## src/rtl/adc_capture_pkg.sv

```systemverilog
// rtl/adc_capture_pkg.sv - shared widths and default constants for the ADC capture / DAC generator pair
package adc_capture_pkg;

    localparam int SAMPLE_W  = 12;
    localparam int PERIOD_W  = 16;
    localparam int DEF_DIV   = 5;
    localparam int DEF_DEPTH = 16;
    localparam int DEF_MID   = 2048;

    localparam logic [PERIOD_W-1:0] PERIOD_MAX = '1;

endpackage

```

## src/rtl/zc_period.sv

```systemverilog
// rtl/zc_period.sv - single-channel rising mid-scale crossing detector with saturating period counter
module zc_period
    import adc_capture_pkg::*;
#(
    parameter int MID = DEF_MID
) (
    input  logic                clkin,
    input  logic                rst_n,
    input  logic                enable,
    input  logic                clr,
    input  logic                sample_stb,
    input  logic [SAMPLE_W-1:0] sample,
    output logic [PERIOD_W-1:0] period,
    output logic                period_valid
);

    localparam logic [SAMPLE_W-1:0] MID_CODE = SAMPLE_W'(MID);

    logic [SAMPLE_W-1:0] prev_q;
    logic                prev_v_q;
    logic                armed_q;
    logic [PERIOD_W-1:0] cnt_q;
    logic [PERIOD_W-1:0] cnt_d;
    logic [PERIOD_W-1:0] period_q;
    logic                pv_q;
    logic                crossing;

    assign cnt_d    = (cnt_q == PERIOD_MAX) ? cnt_q : cnt_q + 1'b1;
    assign crossing = sample_stb && prev_v_q && (prev_q < MID_CODE) && (sample >= MID_CODE);

    // The first crossing after reset or enable rise only re-arms; a period needs two crossings.
    always_ff @(posedge clkin or negedge rst_n) begin
        if (!rst_n) begin
            prev_q   <= '0;
            prev_v_q <= 1'b0;
            armed_q  <= 1'b0;
            cnt_q    <= '0;
            period_q <= '0;
            pv_q     <= 1'b0;
        end else begin
            pv_q <= 1'b0;
            if (!enable) begin
                prev_v_q <= 1'b0;
                armed_q  <= 1'b0;
            end else if (sample_stb) begin
                prev_q   <= sample;
                prev_v_q <= 1'b1;
                if (crossing) begin
                    cnt_q   <= '0;
                    armed_q <= 1'b1;
                    if (armed_q) begin
                        period_q <= cnt_d;
                        pv_q     <= 1'b1;
                    end
                end else begin
                    cnt_q <= cnt_d;
                end
            end
            if (clr) begin
                period_q <= '0;
                pv_q     <= 1'b0;
            end
        end
    end

    assign period       = period_q;
    assign period_valid = pv_q;

endmodule

```

## src/rtl/adc_capture.sv

```systemverilog
// rtl/adc_capture.sv - dual-channel ADC capture: sample clock, pair FIFO, overflow flag, per-channel period
module adc_capture
    import adc_capture_pkg::*;
#(
    parameter int DIV   = DEF_DIV,
    parameter int DEPTH = DEF_DEPTH,
    parameter int MID   = DEF_MID
) (
    input  logic                clkin,
    input  logic                rst_n,
    input  logic                enable,
    input  logic                clr,
    output logic                adc_clk,
    input  logic [SAMPLE_W-1:0] adcr,
    input  logic [SAMPLE_W-1:0] adcl,
    output logic                out_valid,
    input  logic                out_ready,
    output logic [SAMPLE_W-1:0] out_datar,
    output logic [SAMPLE_W-1:0] out_datal,
    output logic                overflow,
    output logic [PERIOD_W-1:0] periodr,
    output logic [PERIOD_W-1:0] periodl,
    output logic                period_validr,
    output logic                period_validl
);

    localparam int              PH_W    = $clog2(DIV);
    localparam int              AW      = $clog2(DEPTH);
    localparam logic [PH_W-1:0] PH_LAST = PH_W'(DIV - 1);
    localparam logic [PH_W-1:0] PH_HALF = PH_W'(DIV / 2);
    localparam logic [AW:0]     FULL    = (AW + 1)'(DEPTH);
    localparam logic [AW:0]     ONE     = (AW + 1)'(1);

    logic [PH_W-1:0]     phase_q, phase_d;
    logic                adc_clk_q;
    logic                capture;
    logic                cap_v_q;
    logic [SAMPLE_W-1:0] cap_r_q, cap_l_q;
    logic [SAMPLE_W-1:0] mem_r_q [DEPTH];
    logic [SAMPLE_W-1:0] mem_l_q [DEPTH];
    logic [AW-1:0]       wr_ptr_q, rd_ptr_q;
    logic [AW:0]         count_q, count_d;
    logic                out_valid_q, out_valid_d;
    logic                overflow_q;
    logic                pop, push_ok, drop;

    assign capture = enable && (phase_q == PH_LAST);
    assign pop     = out_valid_q && out_ready;
    assign push_ok = cap_v_q && ((count_q != FULL) || pop);
    assign drop    = cap_v_q && (count_q == FULL) && !pop;

    always_comb begin
        phase_d = '0;
        if (enable) begin
            phase_d = (phase_q == PH_LAST) ? '0 : phase_q + 1'b1;
        end
    end

    // Valid follows stored occupancy one edge late, giving the fixed capture-to-valid latency.
    always_comb begin
        count_d = count_q;
        if (push_ok && !pop) begin
            count_d = count_q + 1'b1;
        end else if (pop && !push_ok) begin
            count_d = count_q - 1'b1;
        end
        out_valid_d = pop ? (count_q > ONE) : (count_q != '0);
    end

    always_ff @(posedge clkin or negedge rst_n) begin
        if (!rst_n) begin
            phase_q     <= '0;
            adc_clk_q   <= 1'b0;
            cap_v_q     <= 1'b0;
            cap_r_q     <= '0;
            cap_l_q     <= '0;
            wr_ptr_q    <= '0;
            rd_ptr_q    <= '0;
            count_q     <= '0;
            out_valid_q <= 1'b0;
            overflow_q  <= 1'b0;
        end else begin
            phase_q     <= phase_d;
            adc_clk_q   <= enable && (phase_d < PH_HALF);
            cap_v_q     <= capture;
            if (capture) begin
                cap_r_q <= adcr;
                cap_l_q <= adcl;
            end
            if (push_ok) begin
                wr_ptr_q <= wr_ptr_q + 1'b1;
            end
            if (pop) begin
                rd_ptr_q <= rd_ptr_q + 1'b1;
            end
            count_q     <= count_d;
            out_valid_q <= out_valid_d;
            if (clr) begin
                overflow_q <= 1'b0;
            end else if (drop) begin
                overflow_q <= 1'b1;
            end
        end
    end

    // When full, the write slot equals the slot being popped on the same edge, which is safe.
    always_ff @(posedge clkin) begin
        if (push_ok) begin
            mem_r_q[wr_ptr_q] <= cap_r_q;
            mem_l_q[wr_ptr_q] <= cap_l_q;
        end
    end

    assign adc_clk   = adc_clk_q;
    assign out_valid = out_valid_q;
    assign out_datar = out_valid_q ? mem_r_q[rd_ptr_q] : '0;
    assign out_datal = out_valid_q ? mem_l_q[rd_ptr_q] : '0;
    assign overflow  = overflow_q;

    zc_period #(.MID(MID)) u_zc_r (
        .clkin        (clkin),
        .rst_n        (rst_n),
        .enable       (enable),
        .clr          (clr),
        .sample_stb   (capture),
        .sample       (adcr),
        .period       (periodr),
        .period_valid (period_validr)
    );

    zc_period #(.MID(MID)) u_zc_l (
        .clkin        (clkin),
        .rst_n        (rst_n),
        .enable       (enable),
        .clr          (clr),
        .sample_stb   (capture),
        .sample       (adcl),
        .period       (periodl),
        .period_valid (period_validl)
    );

endmodule

```

## config.mk

```make
export PLATFORM = sky130hd
export DESIGN_NAME = adc_capture
export DESIGN_NICKNAME = d
export VERILOG_FILES = /design/src/rtl/adc_capture_pkg.sv /design/src/rtl/zc_period.sv /design/src/rtl/adc_capture.sv
export SDC_FILE = /design/constraint.sdc
export NUM_CORES = 1
export LEC_CHECK = 0
export BUFFER_PORTS_ARGS = -buffer_cell sky130_fd_sc_hd__buf_2
export CORE_MARGIN = 10
export CORE_UTILIZATION = 45
export CTS_CLUSTER_SIZE = 24
export DETAILED_ROUTE_END_ITERATION = 16
export PLACE_DENSITY_LB_ADDON = 0.3
export SLEW_MARGIN = 20
export SYNTH_ARGS = -nofsm -noshare
export SYNTH_HDL_FRONTEND = slang
export SYNTH_SLANG_ARGS = --single-unit
```

## constraint.sdc

```tcl
create_clock -name clkin -period 3.2 [get_ports clkin]
set_input_delay 0 -clock clkin [delete_from_list [all_inputs] [get_ports clkin]]
set_output_delay 0 -clock clkin [all_outputs]
set_load 0.02 [all_outputs]
```

# [Word level (Yosys, flattened, before mapping)]
# Memory sizes are Yosys's and may differ from the RTL's.
# Index checks and enable logic that the tools add are counted.
# Widths: inputs -> output; s select.
[word_totals] ff_bits=137 ramBits=384 input_bits=29 output_inout_bits=61 wordCells=117 n_memories=2
[op_classes] addsub=7 n_lt_le_gt_ge=6 eq_ne=8 muxes=43 n_reduce_logical=30
[memory_table] memory="mem_l_q" words=16 width=12 rd=1 rd_clocked_by_memory_dff=0 write_ports=1 line="adc_capture.sv:40" rtl="logic [SAMPLE_W-1:0] mem_l_q [DEPTH];"
[memory_table] memory="mem_r_q" words=16 width=12 rd=1 rd_clocked_by_memory_dff=0 write_ports=1 line="adc_capture.sv:39" rtl="logic [SAMPLE_W-1:0] mem_r_q [DEPTH];"
[op_table] operator="$mux 16" n=14
[op_table] operator="$add 16x1->16 const B" n=2
[op_table] operator="$eq 16x16->1 const B" n=2
[op_table] operator="$ge 12x12->1 const B" n=2
[op_table] operator="$lt 12x12->1 const B" n=2
[op_table] operator="$mux 12" n=2
[op_table] operator="$mux 1" n=23
[op_table] operator="$reduce_bool 2->1" n=8
[op_table] operator="$logic_and 1x1->1" n=13
[op_table] operator="$mux 5" n=2
[op_table] operator="$add 4x1->4 const B" n=2
[op_table] operator="$reduce_and 4->1" n=2
[op_table] operator="$mux 3" n=2
[op_table] operator="$ne 2x1->1 const B" n=3
[op_table] operator="$reduce_and 2->1" n=3
[op_table] operator="$add 5x1->5 const B" n=1
[op_table] operator="$eq 5x5->1 const B" n=1
[op_table] operator="$gt 5x1->1 const B" n=1
[op_table] operator="$ne 5x5->1 const B" n=1
[op_table] operator="$reduce_bool 5->1" n=1
[op_table] operator="$sub 5x1->5 const B" n=1
[op_table] operator="$add 3x1->3 const B" n=1
[op_table] operator="$eq 3x3->1 const B" n=1
[op_table] operator="$lt 3x2->1 const B" n=1
[op_table] operator="other kinds (2)" n=3

# [Depth between registers and ports, before layout]
# Gate-level depths: netlist of the first run.
[logic_depth] ltp_word=9 ltp_mapped=10 depth_no_buf=9

# [Hierarchy]
# A second synthesis of the first run with hierarchy kept.
[hier_totals] cells_unflattened=1241 area_unflattened_um2=20673.6
[modules_own_cells] module="adc_capture" n_inst=1 cells_each=809 area_per_inst_um2=16607.2 seq_area_each_um2=12632.1
[modules_own_cells] module="zc_period" n_inst=2 cells_each=216 area_per_inst_um2=2033.2 seq_area_each_um2=900.9

# [Least setup slack after synthesis of the first run]
# No wires, ideal clock.
[synth_path] kind="register -> register" from="register out_valid_q, in the netlist out_valid" to="register count_q[3]" arrival_ps=2386 path_slack_ps=735 stages_incl_launch_ff=11 cell_sequence="dfrtp_1 -> and2_1 -> clkbuf_1 -> inv_1 -> nand4_1 -> nand2_1 -> clkinv_1 -> ha_1 -> or4_1 -> a21oi_1 -> xor2_1"
[synth_between] elab_chain_cells=6 elab_cells_between_ends=9 classes_between="mux: 1; reduce/logical: 8"
[synth_rtl] element="start, declared" line="adc_capture.sv:43" rtl="logic out_valid_q, out_valid_d;"
[synth_rtl] element="start signal, assigned" line="adc_capture.sv:97" rtl="out_valid_q <= out_valid_d;"
[synth_rtl] element="$logic_and 1x1->1 (*)" line="adc_capture.sv:48" rtl="assign pop = out_valid_q && out_ready;"
[synth_rtl] element="$logic_or 1x1->1 (*)" line="adc_capture.sv:49" rtl="assign push_ok = cap_v_q && ((count_q != FULL) || pop);"
[synth_rtl] element="$logic_and 1x1->1 (*)" line="adc_capture.sv:49"
[synth_rtl] element="via push_ok" line="adc_capture.sv:45" rtl="logic pop, push_ok, drop;"
[synth_rtl] element="$logic_not 1->1" line="adc_capture.sv:64" rtl="end else if (pop && !push_ok) begin"
[synth_rtl] element="$logic_and 1x1->1" line="adc_capture.sv:64"
[synth_rtl] element="$reduce_bool 2->1 (no source line)"
[synth_rtl] element="end signal, assigned" line="adc_capture.sv:96" rtl="count_q <= count_d;"
[synth_rtl] element="end, declared" line="adc_capture.sv:42" rtl="logic [AW:0] count_q, count_d;"
# Mark *: on every way through the listed nets, which the timed path passes. The rest lies on a longest branch.
# A chain may end at the register's enable or synchronous reset.

# [Final worst setup path of the first run]
[layout_path] from="register rd_ptr_q[0]" to="output out_datal[6]"
[layout_between] elab_chain_cells=2
[layout_rtl] element="start, declared" line="adc_capture.sv:41" rtl="logic [AW-1:0] wr_ptr_q, rd_ptr_q;"
[layout_rtl] element="start signal, assigned" line="adc_capture.sv:94" rtl="rd_ptr_q <= rd_ptr_q + 1'b1;"
[layout_rtl] element="$mem_v2 16x12"
[layout_rtl] element="$mux 12" line="adc_capture.sv:117" rtl="assign out_datal = out_valid_q ? mem_l_q[rd_ptr_q] : '0;"
[layout_rtl] element="end, declared" line="adc_capture.sv:19" rtl="output logic [SAMPLE_W-1:0] out_datal,"
# Every way passes these cells.

==> qor.csv, run 1 <==
stage;metric;value;unit
worst_setup_path;CP max stage cell;dfrtp_4;
synthesis;Compound-Gate Fraction of Synth Area;4.727;%
worst_setup_path;Crit path largest cell delay;0.82;ns
timing;fin crit period;2.855;ns
timing;Slew HR;24.28;%
synthesis;Synthesis Warnings;0;
cts;Clock Path Buffers;3;
grt;GRT Util Overall;16.67;%
cts;Worst-path clk slew;0.06;ns
timing;final setup fails;0;
route;initial detailed-routing violation count;956;
timing;Final Skew;0.02137;ns
cts;CTS sink count;497;
synthesis;post-synthesis adder-cell area fraction;0.8731;%
route;Routed Antenna Nets;0;
floorplan;row count;77;
cts;CTS Buf Count;50;
route;Avg WL per Cell;22.46;microns
timing;Peak Freq;350.2;MHz
floorplan;total I/O pin count;90;
cts;cts hold-fix bufs;30;
worst_setup_path;Setup crit end kind;primary output;
timing;RSZ-0062 raised after global routing;false;
route;Vias per Instance;5.603;
cts;worst-skew pair later-pin latency;0.59;ns
timing;period utilization;89.23;%
cts;postcts setup bufs;0;
grt;number of antenna violations at the first check in global routing;0;
route;TritonRoute pass-1 iters;5;
pwr;Leakage;8.703;nW
synthesis;top cells by area, synth;edfxtp_1 57%, dfrtp_1 14%, mux4_2 11%;
synthesis;Synth Area in XOR/XNOR;1.484;%
final_layout;Layout Utilization;53.22;%
worst_setup_path;r2r worst-path depth;9;
worst_setup_path;Crit path depth;5;
final_layout;share of post-route cells with drive strength above 1;23.74;%
cts;post-cts sizing count;0;
grt;first-pass GRT wire length;68620;microns
final_layout;multi-input logic area;5390;sq um
synthesis;most frequent cell after synthesis;edfxtp_1;
flow_run;Max Cap Viol;0;
final_layout;ant diodes;0;
final_layout;Non-Filler Instances;1961;
worst_setup_path;Setup CP Type;reg2out;
worst_setup_path;Worst Path Buf+Inv;2;
floorplan;die height;231.2;microns
grt;largest net degree at the start of global routing;55;
worst_setup_path;required time of the critical path;3.20;ns
synthesis;mux contribution to synthesized area;13.43;%
floorplan;Starting Density;45.47;%
worst_setup_path;Worst path top cell family by delay;flip-flops;
cts;CTS tree;built;
synthesis;Synth area leader;edfxtp_1;
placement;DP HPWL;27110;microns
timing;Tightest Pin Transition;1.136;ns
placement;dpl cells;1838;
synthesis;#FFs+latches synth;497;
worst_setup_path;CP arrival;2.86;ns
cts;clk root buf;clkbuf_16;
synthesis;post-synthesis sequential area ratio;71.57;%
pwr;overall power;19.01;mW
grt;global route overflow;0;
floorplan;Die W;231.2;microns
floorplan;Die Area;53430;sq um
placement;port bufs;89;
grt;vias in the first global route;11410;
worst_setup_path;FF-to-FF setup slack;0.60;ns
final_layout;sequential cell area;14370;sq um
pwr;Peak VDD IR;0.5425;mV
synthesis;Mapped Nets;1221;
worst_hold_path;Hold Crit Class;in2async;
worst_setup_path;CP cell instances;buf_4 -> mux4_2 -> mux2i_1 -> o22ai_1 -> buf_2;
floorplan;core area;44120;sq um
outcome;outcome;finished, final reports clean;
synthesis;Post-synth EDFFs;384;
final_layout;P&R area growth vs syn;17.06;%
synthesis;simple-gate share of the synthesized area;6.324;%
timing;Final Hold Vio Count;0;
final_layout;# fillers;3579;
timing;Total Neg Setup Slack;0;ns
worst_setup_path;worst-path maximum fanout;28;
synthesis;Main synth FF type;edfxtp_1;
synthesis;Synth top area share;57.47;%
synthesis;synth cell count leaders;384 x edfxtp_1, 131 x nand2_1, 113 x dfrtp_1, 95 x mux4_2, 51 x mux2i_1;
route;Post-Route WL;44050;microns
worst_setup_path;RR Endpoint;count_q[3];
route;Vias;10990;
synthesis;Post-Syn Area;20060;sq um
synthesis;largest family of logic cells by synthesized area;multiplexers;
worst_setup_path;R2R Path Start;out_valid;
synthesis;Avg Cell Area, Syn;17.03;sq um
synthesis;Mapped Cells;1178;
worst_setup_path;startpoint types;flip-flop;
synthesis;FFs w/ async S/R, synth;22.74;%
synthesis;Cell variety after synth;56;
placement;Final GP Congestion;0.8490;
pwr;Cell Pwr Density;809.6;nW/um^2
route;DRC;0;
cts;H-tree depth;2;
final_layout;post-layout net count;1371;
timing;Max Slew Vio Count;0;
kinds of logic after synthesis:
kind of cell | after synthesis
muxes | 150
DFF | 497
AOI/OAI and AO/OA | 149
buffers and inverters | 78
and+or+nand+nor | 256
xor gates and xnor gates | 34
adders and majority gates | 14
power by group:
part / leakage [nW] / switching [mW] / internal, mW
registers: 5.02 / 0.955 / 7.67
logic: 2.83 / 2.22 / 2.11
clock network: 0.853 / 2.44 / 3.62
total: 8.70 / 5.62 / 13.4
through the flow:
stage          cell area (sq um)  hold WS (ns)  worst slack (ns)
4_1_cts                    23490       0.05069            0.2621
6_report                   23490       0.04802            0.3445
3_3_place_gp               21470        0.1187            0.6739
2_1_floorplan              20060       -0.2956            0.7345
5_1_grt                    23490        0.1007            0.1413
3_5_place_dp               21470        0.1250            0.5403
layout make-up:
| type | count | share of cell area (%) |
|---|---|---|
| sequential | 497 | 61.18 |
| multi-input combinational | 603 | 22.95 |
| clock buffer | 56 | 5.642 |
| timing repair buffer | 159 | 5.157 |
| tap | 592 | 3.154 |
| clock inverter | 37 | 1.646 |
| inverter | 17 | 0.2717 |
flip-flops by register name (all words and copies together), names as in the netlist:
name,flops
u_zc_r.armed_q,1
u_zc_r.period_valid,1
u_zc_r.period,16
cap_l_q,12
u_zc_l.period,16
rd_ptr_q,4
overflow,1
phase_q,3
u_zc_l.period_valid,1
out_valid,1
count_q,5
cap_r_q,12
u_zc_l.cnt_q,16
u_zc_r.prev_v_q,1
mem_r_q,192
wr_ptr_q,4
adc_clk,1
cap_v_q,1
mem_l_q,192
u_zc_l.armed_q,1
u_zc_r.cnt_q,16
cell usage in the layout, fill, tap and decap left out, types with 15 or more instances in the layout:
cell	instances
and3_1	15
xnor2_1	21
dlygate4sd3_1	30
a22o_1	17
buf_2	88
clkinv_2	15
buf_4	28
o22ai_1	24
dfrtp_1	110
mux2i_1	51
nor2_1	19
inv_1	15
a21oi_1	26
clkbuf_16	51
nand2_1	131
edfxtp_1	384
nand3_1	16
mux4_2	95
o21ai_0	40
how the worst max path moves through the flow:
| stage | startpoint | end | slack [ns] |
|---|---|---|---|
| after floorplan | out_valid | count_q[3] | 0.73 |
| after global placement | out_valid | mem_r_q[12][5] | 0.67 |
| after detailed placement | out_valid | mem_r_q[12][1] | 0.54 |
| after CTS | rd_ptr_q[0] | out_datal[6] | 0.26 |
| after global routing | rd_ptr_q[0] | out_datal[6] | 0.14 |
| final | rd_ptr_q[0] | out_datal[6] | 0.34 |
metal layers:
layer | routed length [microns] | part of all wire [%] | global-route usage, %
met4 | 840 | 1.9 | 4.132
met2 | 21560 | 49 | 27.40
met5 | 0 | 0 | 0
met3 | 2497 | 5.7 | 3.543
met1 | 19160 | 43 | 22.33
No activity file was read; power rests on OpenSTA's default activity.
==> run 2: changes to the inputs <==
--- a/config.mk
+++ b/config.mk
@@ -5,6 +5,7 @@
 export SDC_FILE = /design/constraint.sdc
 export NUM_CORES = 1
 export LEC_CHECK = 0
+export ABC_AREA = 1
 export BUFFER_PORTS_ARGS = -buffer_cell sky130_fd_sc_hd__buf_2
 export CORE_MARGIN = 10
 export CORE_UTILIZATION = 45
==> run 2 against run 1 <==
  * Critical path depth increased by 3
  * Register-to-register slack improved by 0.08 ns
  * Combinational power is 47% higher
  * Worst hold slack improved by 0.11 ns
  * Non-clock buffer count increased by 1
==> qor.csv, run 2 <==
stage;metric;value;unit;change
synthesis;most frequent cell after synthesis;nand2_1;;
synthesis;Synth area leader;edfxtp_1;;
cts;CTS Buf Count;52;;+4.0%
timing;Slew HR;23.89;%;-0.40 points
placement;dpl cells;2727;;+48%
timing;Tightest Pin Transition;1.140;ns;+0.004674 ns
final_layout;# fillers;4088;;+14%
worst_setup_path;Worst Path Buf+Inv;2;;unchanged
route;Vias per Instance;5.249;;-6.3%
worst_setup_path;CP arrival;2.92;ns;+0.06 ns
grt;GRT Util Overall;18.89;%;+2.2 points
worst_setup_path;FF-to-FF setup slack;0.68;ns;+0.08 ns
pwr;Cell Pwr Density;879.9;nW/um^2;+8.7%
synthesis;Synthesis Warnings;0;;unchanged
cts;post-cts sizing count;0;;unchanged
floorplan;Die Area;56380;sq um;+5.5%
synthesis;Cell variety after synth;34;;-39%
timing;fin crit period;2.916;ns;+0.06036 ns
route;DRC;0;;unchanged
synthesis;synth cell count leaders;896 x nand2_1, 384 x edfxtp_1, 235 x nand3_1, 113 x dfrtp_1, 101 x nor2_1;;
cts;worst-skew pair later-pin latency;0.58;ns;about the same
placement;port bufs;89;;unchanged
worst_setup_path;Most common cell on crit path;nand2_1;;
worst_setup_path;Worst path top cell family by delay;buffers and inverters;;
worst_setup_path;R2R Path Start;count_q[0];;
grt;first-pass GRT wire length;84530;microns;+23%
grt;number of antenna violations at the first check in global routing;2;;+2
synthesis;post-synthesis sequential area ratio;67.49;%;-4.1 points
route;initial detailed-routing violation count;1505;;+57%
pwr;Leakage;10.53;nW;+21%
synthesis;Post-synth EDFFs;384;;unchanged
synthesis;#FFs+latches synth;497;;unchanged
timing;Total Neg Setup Slack;0;ns;unchanged
worst_hold_path;Hold Startpoint;adcl[8];;
route;Routed Antenna Nets;0;;unchanged
worst_setup_path;Crit. Startpoint;rd_ptr_q[0];;
outcome;outcome;finished, final reports clean;;
final_layout;share of post-route cells with drive strength above 1;11.09;%;-13 points
floorplan;die height;237.4;microns;+2.7%
grt;largest net degree at the start of global routing;194;;+250%
timing;Peak Freq;343.0;MHz;-2.1%
floorplan;Starting Density;45.60;%;+0.14 points
flow_run;Max Cap Viol;0;;unchanged
worst_hold_path;Hold Crit Class;in2reg;;
cts;Worst-path clk slew;0.07;ns;about the same
placement;DP HPWL;31410;microns;+16%
final_layout;P&R area growth vs syn;15.96;%;
worst_setup_path;worst-path maximum fanout;193;;+590%
placement;Final GP Congestion;0.8446;;-0.52%
pwr;Peak VDD IR;0.9010;mV;+66%
worst_setup_path;Crit path largest cell delay;0.59;ns;-0.23 ns
worst_setup_path;CP max stage cell;buf_12;;
final_layout;post-layout net count;2255;;+64%
floorplan;Die W;237.4;microns;+2.7%
floorplan;total I/O pin count;90;;unchanged
floorplan;core area;46650;sq um;+5.7%
synthesis;Synth top area share;54.20;%;-3.3 points
cts;Clock Path Buffers;3;;unchanged
worst_setup_path;startpoint types;flip-flop;;
cts;H-tree depth;2;;unchanged
synthesis;Main synth FF type;edfxtp_1;;
route;Vias;15030;;+37%
final_layout;Top Registers;mem_l_q (192), mem_r_q (192);;
cts;CTS sink count;497;;unchanged
route;Post-Route WL;53160;microns;+21%
timing;Hold WS;0.1534;ns;+0.1054 ns
timing;period utilization;91.12;%;+1.9 points
timing;Final Skew;0.01383;ns;-0.007538 ns
timing;Final Hold Vio Count;0;;unchanged
timing;Max Slew Vio Count;0;;unchanged
worst_setup_path;Setup CP Type;reg2out;;
grt;global route overflow;0;;unchanged
floorplan;row count;79;;+2.6%
worst_setup_path;required time of the critical path;3.20;ns;about the same
final_layout;most common cell after layout, fill and taps aside;nand2_1;;
cts;clk root buf;clkbuf_16;;
synthesis;top cells by area, synth;edfxtp_1 54%, nand2_1 16%, dfrtp_1 13%;;
worst_setup_path;CP cell instances;buf_12 -> nand2_1 -> nand2_1 -> nand2_1 -> nand3_1 -> nand3_1 -> a21oi_1 -> buf_2;;
worst_setup_path;Setup crit end kind;primary output;;
synthesis;Post-Syn Area;21280;sq um;+6.0%
timing;final setup fails;0;;unchanged
route;TritonRoute pass-1 iters;6;;+1
final_layout;most frequent cells in the layout;896 x nand2_1, 384 x edfxtp_1, 235 x nand3_1;;
synthesis;Mapped Nets;2140;;+75%
synthesis;Mapped Cells;2097;;+78%
synthesis;Avg Cell Area, Syn;10.15;sq um;-40%
grt;vias in the first global route;14760;;+29%
route;Avg WL per Cell;18.57;microns;-17%
final_layout;Non-Filler Instances;2863;;+46%
synthesis;FFs w/ async S/R, synth;22.74;%;unchanged
cts;CTS tree;built;;
timing;RSZ-0062 raised after global routing;false;;
-- run 2: cell types whose count changed in the layout (fill, tap and decap cells not counted), moves of 13 or more --
cell,previous run,this run
nand2_1,131,896
nand3_1,16,235
mux4_2,95,0
inv_1,15,98
nor2_1,19,85
mux2i_1,51,0
o22ai_1,24,0
a22o_1,17,0
nor2_4,1,17
xnor2_1,21,5
and3_1,15,1
and2_1,14,1
o21ai_1,1,14
-- run 2: power by group --
part	leakage, nW	switching, mW	internal (mW)
combinational	4.69	4.50	1.88
sequential	4.98	1.08	8.06
clock	0.866	2.52	3.67
total	10.5	8.11	13.6
-- run 2: cell type report --
class | instances | area, sq um | area share [%]
multi-input combinational | 1395 | 6177 | 25.04
timing repair buffer | 160 | 1199 | 4.858
tap | 607 | 759.5 | 3.078
clock buffer | 63 | 1429 | 5.791
sequential | 497 | 14370 | 58.23
clock inverter | 33 | 332.8 | 1.349
inverter | 106 | 402.9 | 1.633
antenna | 2 | 5.005 | 0.02029
-- run 2: cells by family after synthesis --
logic type,after synthesis,synth area share [%]
fa+ha+maj,14,0.8233
simple gates,1260,24.22
buf+inv,205,4.022
xor+xnor,21,0.8644
flops,497,67.49
compound gates,100,2.587
-- run 2: metrics by stage --
stage          instance area, sq um  util [%]  setup WS, ns  power, mW
2_1_floorplan                 21280         -        0.6081      12.96
3_3_place_gp                  22520     48.26        0.7550      15.55
3_5_place_dp                  22520     48.26        0.6842      15.67
4_1_cts                       24670     52.87        0.2602      21.89
5_1_grt                       24670     52.88        0.1548      22.92
6_report                      24670     52.88        0.2842      21.71
-- run 2: final timing paths --
path,to,cells after the start
setup / recovery,out_datal[0],8
hold / removal,cap_l_q[8],4
setup reg to reg,mem_r_q[11][10],7
hold reg to reg,phase_q[0],1
max in group asynchronous,u_zc_r.cnt_q[0],4
min in group asynchronous,overflow,4
-- run 2: worst reg2reg max path, delay by kind of cell (launching register included) --
kind,cells,cell delay [ns]
flip-flops,1,0.44
buffers and inverters,2,0.31
adder cells (fa/ha/maj),1,0.22
AND/OR/NAND/NOR,4,1.15
-- run 2: what timing repair did --
item	in CTS	in global routing
hold endpoints to repair	216	0
setup buffers	0	0
hold buffers	38	0
-- run 2: routing by layer --
metal | vias up | share of wire, % | track usage [%]
met5 | - | 0 | 0
met4 | 0 | 1.5 | 4.661
met3 | 59 | 6.7 | 2.939
met2 | 496 | 48 | 30.80
met1 | 7302 | 44 | 26.07
li1 | 7172 | - | -
